**src/rtl/timer_mc_pkg.sv**
```systemverilog
// rtl/timer_mc_pkg.sv - register offsets, field types and helpers for timer_mc
package timer_mc_pkg;

  localparam int MAX_CH = 8;

  localparam logic [11:0] OFF_CR   = 12'h000;
  localparam logic [11:0] OFF_SR   = 12'h004;
  localparam logic [11:0] OFF_CNT  = 12'h008;
  localparam logic [11:0] OFF_PSC  = 12'h00C;
  localparam logic [11:0] OFF_ARR  = 12'h010;
  localparam logic [11:0] OFF_IER  = 12'h014;
  localparam logic [11:0] OFF_ISR  = 12'h018;
  localparam logic [11:0] OFF_CHMR = 12'h01C;
  localparam logic [11:0] OFF_CMPR = 12'h020;

  typedef struct packed {
    logic sngl;
    logic hlt;
    logic trg;
  } cr_t;

  typedef struct packed {
    logic act;
  } sr_t;

  typedef enum logic [1:0] {
    MODE_FLAG   = 2'd0,
    MODE_TOGGLE = 2'd1,
    MODE_PWM    = 2'd2,
    MODE_LOW    = 2'd3
  } ch_mode_e;

  typedef logic [2*MAX_CH-1:0] chmr_t;

  // Sized for the maximum channel count; the top only writes the low NUM_CH slices.
  typedef struct packed {
    cr_t             cr;
    logic [MAX_CH:0] ier;
    logic [MAX_CH:0] isr;
    chmr_t           chmr;
  } ctrl_regs_t;

  function automatic ch_mode_e chmr_mode(input chmr_t chmr, input int ch);
    return ch_mode_e'(chmr[2*ch +: 2]);
  endfunction

  function automatic logic off_valid(input logic [11:0] off, input int num_ch);
    if (off[1:0] != 2'b00) return 1'b0;
    return off < (OFF_CMPR + 12'(4 * num_ch));
  endfunction

endpackage

```
**src/rtl/ibex_data_bus.sv**
```systemverilog
// rtl/ibex_data_bus.sv - Ibex-style data bus bundle with master and slave views
interface ibex_data_bus;
  logic        req;
  logic        gnt;
  logic        rvalid;
  logic        we;
  logic [3:0]  be;
  logic [31:0] addr;
  logic [31:0] wdata;
  logic [6:0]  wdata_intg;
  logic [31:0] rdata;
  logic [6:0]  rdata_intg;
  logic        err;

  modport master (
    output req, we, be, addr, wdata, wdata_intg,
    input  gnt, rvalid, rdata, rdata_intg, err
  );

  modport slave (
    input  req, we, be, addr, wdata, wdata_intg,
    output gnt, rvalid, rdata, rdata_intg, err
  );
endinterface

```
**src/rtl/timer_mc_channel.sv**
```systemverilog
// rtl/timer_mc_channel.sv - one compare channel: match pulse plus flag/toggle/PWM output
module timer_mc_channel
  import timer_mc_pkg::*;
#(
  parameter int CNT_W = 32
) (
  input  logic             clk,
  input  logic             rst_n,
  input  logic             tick,
  input  logic [CNT_W-1:0] cnt,
  input  logic [CNT_W-1:0] cmpr,
  input  ch_mode_e         mode,
  output logic             match,
  output logic             ch_out
);

  assign match = tick && (cnt == cmpr);

  always_ff @(posedge clk or negedge rst_n) begin
    if (!rst_n) begin
      ch_out <= 1'b0;
    end else begin
      case (mode)
        MODE_TOGGLE: if (match) ch_out <= ~ch_out;
        MODE_PWM:    ch_out <= (cnt < cmpr);
        default:     ch_out <= 1'b0;
      endcase
    end
  end

endmodule

```
**src/rtl/timer_mc.sv**
```systemverilog
// rtl/timer_mc.sv - multi-channel prescaled auto-reload timer with Ibex data-bus registers
module timer_mc
  import timer_mc_pkg::*;
#(
  parameter int NUM_CH = 4,
  parameter int CNT_W  = 32,
  parameter int PSC_W  = 16
) (
  input  logic              clk,
  input  logic              rst_n,
  ibex_data_bus.slave       data_bus,
  output logic              irq,
  output logic [NUM_CH-1:0] ch_out
);

  logic [11:0]      off;
  logic [31:0]      wdata;
  logic             valid;
  logic             wr;
  logic             wr_cr, wr_cnt, wr_psc, wr_arr, wr_ier, wr_isr, wr_chmr;
  cr_t              cr_w;
  ctrl_regs_t       regs;
  logic             act;
  logic [PSC_W-1:0] psc;
  logic [PSC_W-1:0] psc_cnt;
  logic [CNT_W-1:0] cnt;
  logic [CNT_W-1:0] arr;
  logic [CNT_W-1:0] cmpr [NUM_CH];
  logic             tick;
  logic             wrap;
  logic [NUM_CH-1:0] match;
  logic [NUM_CH:0]  isr_set;
  logic [NUM_CH:0]  isr_clr;
  logic [31:0]      rd_val;
  logic             rvalid_q;
  logic             err_q;
  logic [31:0]      rdata_q;
  logic             unused_bits;

  assign off   = data_bus.addr[11:0];
  assign wdata = data_bus.wdata;
  assign valid = off_valid(off, NUM_CH);
  assign wr    = data_bus.req && data_bus.we && valid;

  assign wr_cr   = wr && (off == OFF_CR);
  assign wr_cnt  = wr && (off == OFF_CNT);
  assign wr_psc  = wr && (off == OFF_PSC);
  assign wr_arr  = wr && (off == OFF_ARR);
  assign wr_ier  = wr && (off == OFF_IER);
  assign wr_isr  = wr && (off == OFF_ISR);
  assign wr_chmr = wr && (off == OFF_CHMR);
  assign cr_w    = cr_t'(wdata[2:0]);

  // >= rather than == so a PSC lowered mid-period still wraps promptly.
  assign tick = act && (psc_cnt >= psc);
  assign wrap = tick && (cnt == arr);

  assign isr_set = {match, wrap};
  assign isr_clr = wr_isr ? wdata[NUM_CH:0] : '0;

  assign data_bus.gnt        = data_bus.req;
  assign data_bus.rvalid     = rvalid_q;
  assign data_bus.err        = err_q;
  assign data_bus.rdata      = rdata_q;
  assign data_bus.rdata_intg = '0;

  assign irq = |(regs.ier & regs.isr);

  assign unused_bits = ^{data_bus.be, data_bus.wdata_intg, data_bus.addr[31:12], wdata};

  always_ff @(posedge clk or negedge rst_n) begin
    if (!rst_n) begin
      regs    <= '0;
      act     <= 1'b0;
      psc     <= '0;
      psc_cnt <= '0;
      cnt     <= '0;
      arr     <= '0;
      for (int i = 0; i < NUM_CH; i++) cmpr[i] <= '0;
    end else begin
      if (wr_cr) begin
        regs.cr <= cr_w;
      end else begin
        regs.cr.trg <= 1'b0;
        regs.cr.hlt <= 1'b0;
      end

      if (wr_cr && cr_w.hlt)      act <= 1'b0;
      else if (wr_cr && cr_w.trg) act <= 1'b1;
      else if (wrap && regs.cr.sngl) act <= 1'b0;

      if (wr_cnt || (wr_cr && cr_w.trg) || tick) psc_cnt <= '0;
      else if (act)                              psc_cnt <= psc_cnt + 1'b1;

      if (wr_cnt)      cnt <= wdata[CNT_W-1:0];
      else if (wrap)   cnt <= '0;
      else if (tick)   cnt <= cnt + 1'b1;

      if (wr_psc)  psc <= wdata[PSC_W-1:0];
      if (wr_arr)  arr <= wdata[CNT_W-1:0];
      if (wr_ier)  regs.ier[NUM_CH:0] <= wdata[NUM_CH:0];
      if (wr_chmr) regs.chmr[2*NUM_CH-1:0] <= wdata[2*NUM_CH-1:0];
      // Hardware set takes priority over a simultaneous write-1-to-clear.
      regs.isr[NUM_CH:0] <= (regs.isr[NUM_CH:0] & ~isr_clr) | isr_set;

      for (int i = 0; i < NUM_CH; i++) begin
        if (wr && (off == OFF_CMPR + 12'(4 * i))) cmpr[i] <= wdata[CNT_W-1:0];
      end
    end
  end

  always_comb begin
    rd_val = '0;
    case (off)
      OFF_CR:   rd_val = 32'(regs.cr);
      OFF_SR:   rd_val = 32'(sr_t'(act));
      OFF_CNT:  rd_val = 32'(cnt);
      OFF_PSC:  rd_val = 32'(psc);
      OFF_ARR:  rd_val = 32'(arr);
      OFF_IER:  rd_val = 32'(regs.ier);
      OFF_ISR:  rd_val = 32'(regs.isr);
      OFF_CHMR: rd_val = 32'(regs.chmr);
      default: begin
        for (int i = 0; i < NUM_CH; i++) begin
          if (off == OFF_CMPR + 12'(4 * i)) rd_val = 32'(cmpr[i]);
        end
      end
    endcase
  end

  // rdata captures the addressed register before any same-edge write lands.
  always_ff @(posedge clk or negedge rst_n) begin
    if (!rst_n) begin
      rvalid_q <= 1'b0;
      err_q    <= 1'b0;
      rdata_q  <= '0;
    end else begin
      rvalid_q <= data_bus.req;
      err_q    <= data_bus.req && !valid;
      rdata_q  <= (data_bus.req && valid) ? rd_val : '0;
    end
  end

  for (genvar g = 0; g < NUM_CH; g++) begin : g_ch
    timer_mc_channel #(.CNT_W(CNT_W)) u_ch (
      .clk   (clk),
      .rst_n (rst_n),
      .tick  (tick),
      .cnt   (cnt),
      .cmpr  (cmpr[g]),
      .mode  (chmr_mode(regs.chmr, g)),
      .match (match[g]),
      .ch_out(ch_out[g])
    );
  end

endmodule

```
**src/flat_wrapper.sv**
```systemverilog
// flat-port wrapper written by rule: the top's interface ports become plain ports
module timer_mc_flat import timer_mc_pkg::*;
#(
  parameter int NUM_CH = 4,
  parameter int CNT_W  = 32,
  parameter int PSC_W  = 16
)
  (clk, rst_n, irq, ch_out, data_bus_req, data_bus_we, data_bus_be, data_bus_addr, data_bus_wdata, data_bus_wdata_intg, data_bus_gnt, data_bus_rvalid, data_bus_rdata, data_bus_rdata_intg, data_bus_err);
  ibex_data_bus data_bus_i ();
  input  logic clk;
  input  logic rst_n;
  output logic irq;
  output logic [NUM_CH-1:0] ch_out;
  input wire logic [$bits(data_bus_i.req)-1:0] data_bus_req;
  input wire logic [$bits(data_bus_i.we)-1:0] data_bus_we;
  input wire logic [$bits(data_bus_i.be)-1:0] data_bus_be;
  input wire logic [$bits(data_bus_i.addr)-1:0] data_bus_addr;
  input wire logic [$bits(data_bus_i.wdata)-1:0] data_bus_wdata;
  input wire logic [$bits(data_bus_i.wdata_intg)-1:0] data_bus_wdata_intg;
  output wire logic [$bits(data_bus_i.gnt)-1:0] data_bus_gnt;
  output wire logic [$bits(data_bus_i.rvalid)-1:0] data_bus_rvalid;
  output wire logic [$bits(data_bus_i.rdata)-1:0] data_bus_rdata;
  output wire logic [$bits(data_bus_i.rdata_intg)-1:0] data_bus_rdata_intg;
  output wire logic [$bits(data_bus_i.err)-1:0] data_bus_err;
  assign data_bus_i.req = data_bus_req;
  assign data_bus_i.we = data_bus_we;
  assign data_bus_i.be = data_bus_be;
  assign data_bus_i.addr = data_bus_addr;
  assign data_bus_i.wdata = data_bus_wdata;
  assign data_bus_i.wdata_intg = data_bus_wdata_intg;
  assign data_bus_gnt = data_bus_i.gnt;
  assign data_bus_rvalid = data_bus_i.rvalid;
  assign data_bus_rdata = data_bus_i.rdata;
  assign data_bus_rdata_intg = data_bus_i.rdata_intg;
  assign data_bus_err = data_bus_i.err;
  timer_mc #(.NUM_CH(NUM_CH), .CNT_W(CNT_W), .PSC_W(PSC_W)) u_core (.clk(clk), .rst_n(rst_n), .data_bus(data_bus_i), .irq(irq), .ch_out(ch_out));
endmodule
```
**config.mk**
```make
export PLATFORM = sky130hd
export DESIGN_NAME = timer_mc_flat
export DESIGN_NICKNAME = d
export VERILOG_FILES = /design/src/rtl/timer_mc_pkg.sv /design/src/rtl/ibex_data_bus.sv /design/src/rtl/timer_mc_channel.sv /design/src/rtl/timer_mc.sv /design/src/flat_wrapper.sv
export SDC_FILE = /design/constraint.sdc
export NUM_CORES = 1
export LEC_CHECK = 0
export BUFFER_PORTS_ARGS = -buffer_cell sky130_fd_sc_hd__buf_4
export CAP_MARGIN = 20
export CELL_PAD_IN_SITES_DETAIL_PLACEMENT = 1
export CELL_PAD_IN_SITES_GLOBAL_PLACEMENT = 1
export CORE_UTILIZATION = 49
export DETAILED_ROUTE_END_ITERATION = 8
export PLACE_DENSITY_LB_ADDON = 0.1
export SETUP_SLACK_MARGIN = 0.02
export SYNTH_ARGS = -nofsm -noshare
export SYNTH_HDL_FRONTEND = slang
export SYNTH_SLANG_ARGS = --single-unit
```
**constraint.sdc**
```tcl
create_clock -name clk -period 3.1 [get_ports clk]
set_clock_uncertainty 0.15 [all_clocks]
set_input_delay 0.62 -clock clk [delete_from_list [all_inputs] [get_ports clk]]
set_output_delay 0.62 -clock clk [all_outputs]
set_load 0.1 [all_outputs]
```
==> results of run 1 <==
## worst max path at each step
| stage | slack, ps | end | from |
|---|---|---|---|
| 3_3_place_gp | 60 | u_core.g_ch[1].u_ch.ch_out | u_core.cnt[31] |
| 4_1_cts | 50 | u_core.g_ch[1].u_ch.ch_out | u_core.cnt[31] |
| 3_5_place_dp | -6 | u_core.g_ch[1].u_ch.ch_out | u_core.cnt[31] |
| 5_1_grt | 20 | u_core.g_ch[3].u_ch.ch_out | u_core.cnt[31] |
| 2_1_floorplan | 420 | u_core.g_ch[3].u_ch.ch_out | u_core.cnt[29] |
| 6_report | 120 | u_core.g_ch[3].u_ch.ch_out | u_core.cnt[31] |
## layout make-up
class	count	area [um2]	area share (%)
well taps	455	569.3	2.834
inverters	160	600.6	2.990
clock buffers	52	1030	5.126
repair buffers	168	1384	6.888
clock inverters	11	141.4	0.7038
multi-input cells	1133	9255	46.07
flip-flops and latches	284	7109	35.39
## repair_timing
action | 4_1_cts | 5_1_grt
resized for setup | 2 | 6
setup endpoints to repair | 1 | 6
setup buffers | 0 | 0
gates cloned | 0 | 0
pin swaps | 0 | 1
hold endpoints to repair | 59 | 0
hold buffers | 1 | 0
## kinds of logic after synthesis
kind of cell             count (synthesis)  share of synthesized area [%]
AO/OA/AOI/OAI                          287                          10.79
XOR/XNOR                                47                          2.376
adder cells (fa/ha/maj)                154                          11.12
buffers and inverters                  251                          6.087
flip-flops                             284                          41.01
multiplexers                           232                          16.63
other                                    2                        0.04334
AND/OR/NAND/NOR                        405                          11.94
## routing by layer
metal  track usage (%)  wire length, um  share of wire [%]  vias to the layer above
li1                  -                -                  -                     6162
met1             40.47            23510                 42                     7043
met2             53.69            27590                 50                      306
met3             5.257             2531                4.6                      107
met4             11.54             1844                3.3                        2
met5                 0               13              0.023                        -
## state kept, by name, summed over array words and instances, names as in the netlist
register	count
u_core.data_bus.rvalid	1
u_core.regs	21
u_core.act	1
u_core.data_bus.err	1
u_core.psc	16
u_core.arr	32
u_core.data_bus.rdata	32
u_core.cmpr	128
u_core.g_ch.u_ch.ch_out	4
u_core.psc_cnt	16
u_core.cnt	32
## metrics by stage
stage               std cells  setup WS [ps]  area, um2
detailed placement       2199         -6.357      18870
finish                   2263          115.3      20090
global placement         2199          57.47      18870
global route             2263          21.02      20090
CTS                      2263          52.61      20060
floorplan                1668          424.7      17350
## power groups by stage
stage          combinational, mW  clock [mW]  sequential (mW)
4_1_cts                    0.338        4.30             3.71
5_1_grt                    0.358        4.44             3.71
3_5_place_dp               0.336           0             3.78
2_1_floorplan              0.120           0             3.79
3_3_place_gp               0.331           0             3.78
6_report                   0.331        4.22             3.71
## cells in the final DEF (no fill, tap or decap), types with 8 or more instances in the layout
cell type  instances
nor2_1           103
a21o_1            14
nand2b_1           8
clkbuf_16         35
clkbuf_8           9
and4_1             8
nand4_1           33
mux4_2            25
conb_1             8
nand3_1           31
mux2i_1           13
ha_1             153
clkbuf_1           8
a31oi_1           10
nand2_1          113
mux2_2            50
a222oi_1          11
nor2b_1           24
buf_4            157
and3_1            15
xor2_1            45
nor4_1            12
a221oi_1          21
mux2_1           143
buf_12             9
inv_1            159
a21oi_1           85
o21ai_0           61
nor3_1            11
a22oi_1           38
dfrtp_1          282
==> results.sh, run 1 <==
export IMPL_seq_power_share_pct=44.9
export IMPL_yosysMostFrequentCell="dfrtp_1"
export IMPL_io_buffers=86
export IMPL_numCtsBuffers=35
export IMPL_ff2ff_setup_slack_ps=120
export IMPL_nets=2015
export IMPL_intPower_mw=6.348
export IMPL_grt_pass1_vias=14510
export IMPL_cp_num_buf_inv=0
export IMPL_async_flop_share_pct=100.0
export IMPL_fill_cells=3726
export IMPL_p_total_mw=8.260
export IMPL_start_util_pct=50.04
export IMPL_setup_viol=0
export IMPL_critical_path_most_common_cell="or3_4"
export IMPL_ys_seq_elements=284
export IMPL_period_minus_slack_ps=2985
export IMPL_postSynthAreaPerCell_um2=10.43
export IMPL_yosys_top_cells_count="284 x dfrtp_1, 159 x inv_1, 154 x ha_1"
export IMPL_required_ps=3400
export IMPL_p_leak_nw=9.383
export IMPL_hold_ws_ps=73.38
export IMPL_grt_usage_pct=31.64
export IMPL_period_share_pct=96.28
export IMPL_cpPeakStageDelay_ps=470
export IMPL_rr_endpoint="u_core.g_ch[3].u_ch.ch_out"
export IMPL_clk_pin_slew_ps=60
export IMPL_core_um2=34630
export IMPL_drc_errors=0
export IMPL_slowest_stage="dfrtp_2"
export IMPL_clockRootBuffer="clkbuf_16"
export IMPL_crit_fanout=5
export IMPL_reg2reg_from="u_core.cnt[31]"
export IMPL_fin_setup_tns_ps=0
export IMPL_crit_family="simple AND/OR/NAND/NOR gates"
export IMPL_chipWidth_um=190.1
export IMPL_critical_path_cell_chain="ha_1 > nand4_1 > or3_4 > or3_4 > nor3_4 > nand3_2 > mux2_4 > a21o_1"
export IMPL_end_kind="register"
export IMPL_clkLatencyLatePin_ps=560
export IMPL_yosys_warnings=16
export IMPL_synthCells=1662
export IMPL_place_congestion=0.8611
export IMPL_io_pins=126
export IMPL_switching_share_pct=23.14
export IMPL_power_density_nw_per_um2=411.1
export IMPL_crit_cells=8
export IMPL_ys_flop_type="dfrtp_1"
export IMPL_drtAntennaViolNets=0
export IMPL_pwr_share_clk_pct=51.1
export IMPL_routedWlPerCell_um=24.52
export IMPL_dr_pass1_iters=5
export IMPL_switching_power_mw=1.912
export IMPL_fmax_mhz=335.0
export IMPL_critPathArrivalTime_ps=3290
export IMPL_cts_buffer_depth=3
export IMPL_ys_types=79
export IMPL_holdPathStages=1
export IMPL_grt_overflow=0
export IMPL_ys_top_cells_by_area="dfrtp_1 41%, ha_1 11%, mux2_1 9.3%"
export IMPL_relSlewSlack_pct=58.78
export IMPL_die_h_um=190.1
export IMPL_ir_drop_uv=422.8
export IMPL_cap_violations=0
export IMPL_drt_iter0_drc=787
export IMPL_hpwl_um=40540
export IMPL_dieArea_um2=36120
export IMPL_utilization_pct=58.01
export IMPL_startpoint_type="register"
export IMPL_synthesis_area_um2=17330
export IMPL_rsz0062_at_grt="true"
export IMPL_cts_htree_levels=2
export IMPL_synth_top_cell_by_area="dfrtp_1"
export IMPL_worst_pin_slew_ps=618.4
export IMPL_hold_path_endpoint="u_core.data_bus.rvalid"
export IMPL_yosysSeqAreaShare_pct=41.01
export IMPL_worstHoldStart="data_bus_req"
export IMPL_grt_antenna_before_repair=2
export IMPL_vias=13620
export IMPL_clock_sinks=284
export IMPL_setup_worst_path_class="register to register"
export IMPL_worstRegToRegCells=8
export IMPL_cts_tree="yes"
export IMPL_viasPerCell=6.019
export IMPL_maxSlewViolCount=0
export IMPL_status="complete, no violations"
export IMPL_rows=68
export IMPL_hold_path_class="primary input to register"
export IMPL_yosysTopAreaCellShare_pct=41.01
export IMPL_diodes=0
export IMPL_synth_edf_count=0
export IMPL_area_delta_synth_final_pct=15.94
export IMPL_detail_route_wirelength_um=55490
export IMPL_grt_max_degree=66
export IMPL_p_comb_share_pct=4.0
export IMPL_drive_gt1_share_pct=18.47
export IMPL_final_hold_viol_count=0
export IMPL_grt_pass1_wl_um=85980
No activity file was read; power rests on OpenSTA's default activity.
==> run 2: changes to the inputs <==
- CORE_ASPECT_RATIO: unset -> 1.25
==> results.sh, run 2 (synthesized netlist as in run 1, its figures left out) <==
export IMPL_clock_sinks=284
export IMPL_numCtsBuffers=34
export IMPL_drt_iter0_drc=750
export IMPL_grt_pass1_wl_um=86390
export IMPL_dieArea_um2=36120
export IMPL_cpPeakStageDelay_ps=450
export IMPL_grt_max_degree=81
export IMPL_vias=13620
export IMPL_fin_setup_tns_ps=0
export IMPL_maxSlewViolCount=0
export IMPL_period_minus_slack_ps=2932
export IMPL_place_ws_ps=81.59
export IMPL_cts_htree_levels=2
export IMPL_top_register="u_core.cmpr"
export IMPL_grt_antenna_before_repair=0
export IMPL_mostFrequentLayoutCell="dfrtp_1"
export IMPL_fmax_mhz=341.1
export IMPL_grt_pass1_vias=14790
export IMPL_relSlewSlack_pct=47.17
export IMPL_diodes=0
export IMPL_io_pins=126
export IMPL_cp_num_buf_inv=0
export IMPL_drive_gt1_share_pct=17.70
export IMPL_slowest_stage="or3_4"
export IMPL_power_density_nw_per_um2=398.9
export IMPL_rsz0062_at_grt="false"
export IMPL_cap_violations=0
export IMPL_hold_ws_ps=104.2
export IMPL_ir_drop_uv=367.6
export IMPL_dr_pass1_iters=5
export IMPL_area_delta_synth_final_pct=15.10
export IMPL_placed_area_um2=18870
export IMPL_routedWlPerCell_um=24.21
export IMPL_pwr_share_clk_pct=49.2
export IMPL_p_comb_share_pct=4.2
export IMPL_core_um2=34610
export IMPL_grt_overflow=0
export IMPL_post_cts_setup_buffers=0
export IMPL_critical_path_cell_chain="ha_1 > nand4_1 > or3_4 > or3_4 > nor3_4 > nand3_2 > mux2_4 > a21o_1"
export IMPL_status="complete, no violations"
export IMPL_p_leak_nw=9.317
export IMPL_required_ps=3380
export IMPL_layout_setup_ws_ps=168.1
export IMPL_cts_buffer_depth=3
export IMPL_crit_fanout=5
export IMPL_cts_tree="yes"
export IMPL_clockRootBuffer="clkbuf_16"
export IMPL_end_kind="register"
export IMPL_drc_errors=0
export IMPL_switching_power_mw=1.852
export IMPL_worst_pin_slew_ps=792.4
export IMPL_die_h_um=212.2
export IMPL_setup_worst_path_class="register to register"
export IMPL_place_congestion=0.8648
export IMPL_clk_pin_slew_ps=60
export IMPL_setup_viol=0
export IMPL_startpoint="u_core.cnt[31]"
export IMPL_hpwl_um=40640
export IMPL_final_cell_mix="284 x dfrtp_1, 160 x buf_4, 159 x inv_1"
export IMPL_critical_path_most_common_cell="or3_4"
export IMPL_critPathArrivalTime_ps=3210
export IMPL_largest_reg_flops=128
export IMPL_seq_power_share_pct=46.6
export IMPL_chipWidth_um=170.2
export IMPL_hold_path_class="primary input to register"
export IMPL_startpoint_type="register"
export IMPL_nets=2015
export IMPL_switching_share_pct=23.28
export IMPL_reg2reg_from="u_core.cnt[31]"
export IMPL_drtAntennaViolNets=0
export IMPL_start_util_pct=50.06
export IMPL_viasPerCell=6.001
export IMPL_grt_usage_pct=31.69
export IMPL_crit_family="simple AND/OR/NAND/NOR gates"
export IMPL_worstHoldStart="data_bus_req"
export IMPL_clkLatencyLatePin_ps=540
export IMPL_final_hold_viol_count=0
export IMPL_period_share_pct=94.58
export IMPL_finalInstanceArea_um2=19940
export IMPL_intPower_mw=6.103
export IMPL_io_buffers=86
export IMPL_detail_route_wirelength_um=54960
export IMPL_fill_cells=3797
export IMPL_rows=76
## run 2: changes by cell type in the layout (fill, tap and decap cells not counted), sizes merged
cell and change:
buf +1, inv -1, clkinv -2, clkbuf -3, bufinv -1
## run 2: stage by stage
stage	util [%]	total power [mW]	cells
detailed placement	54.51	4.112	2213
CTS	57.58	8.021	2270
floorplan	-	3.908	1668
finish	57.62	7.955	2270
global route	57.62	8.171	2270
global placement	54.51	4.108	2213
## run 2: final cells by class
type                       instances  area, um2  area share, %
clock buffer                      49      958.4          4.806
clock inverter                     7      92.59         0.4642
inverter                         160      600.6          3.011
multi-input combinational       1133       9234          46.30
sequential                       284       7107          35.63
tap                              468      585.6          2.936
timing repair buffer             169       1366          6.851
## run 2: worst reg2reg max path: cells and delay by family, from the launching register on
| family | cells | cell delay [ps] |
|---|---|---|
| flip-flops | 1 | 430 |
| AND/OR/NAND/NOR | 5 | 1400 |
| adder cells (fa/ha/maj) | 1 | 320 |
| AO/OA/AOI/OAI | 1 | 170 |
| multiplexers | 1 | 350 |
## run 2: path summary, 6_finish.rpt
check,endpoint,slack [ps],cells after the start
setup / recovery,u_core.g_ch[3].u_ch.ch_out,170,8
hold reg to reg,u_core.regs[19],330,2
setup reg to reg,u_core.g_ch[3].u_ch.ch_out,170,8
min in group asynchronous,u_core.data_bus.rdata[14],470,2
max in group asynchronous,u_core.regs[4],1470,3
hold / removal,u_core.data_bus.rvalid,100,1
## run 2: per-layer routing
layer,vias to the layer above,track usage (%),share of wire (%)
met5,-,0,0
met4,0,11.37,3.3
met3,103,3.649,3.7
met2,322,57.28,52
met1,7026,38.71,41
li1,6172,-,-
## run 2: timing repair
item	in CTS	in global routing
resized for setup	0	3
setup endpoints to repair	0	2
endpoints found under the hold margin	56	0
hold buffers	1	0
## run 2: power by group through the flow
stage,Clock [mW],Sequential (mW),Combinational (mW)
after floorplan,0,3.79,0.120
after global placement,0,3.78,0.331
after detailed placement,0,3.78,0.336
after CTS,3.97,3.71,0.337
after global routing,4.10,3.71,0.360
final,3.91,3.71,0.333
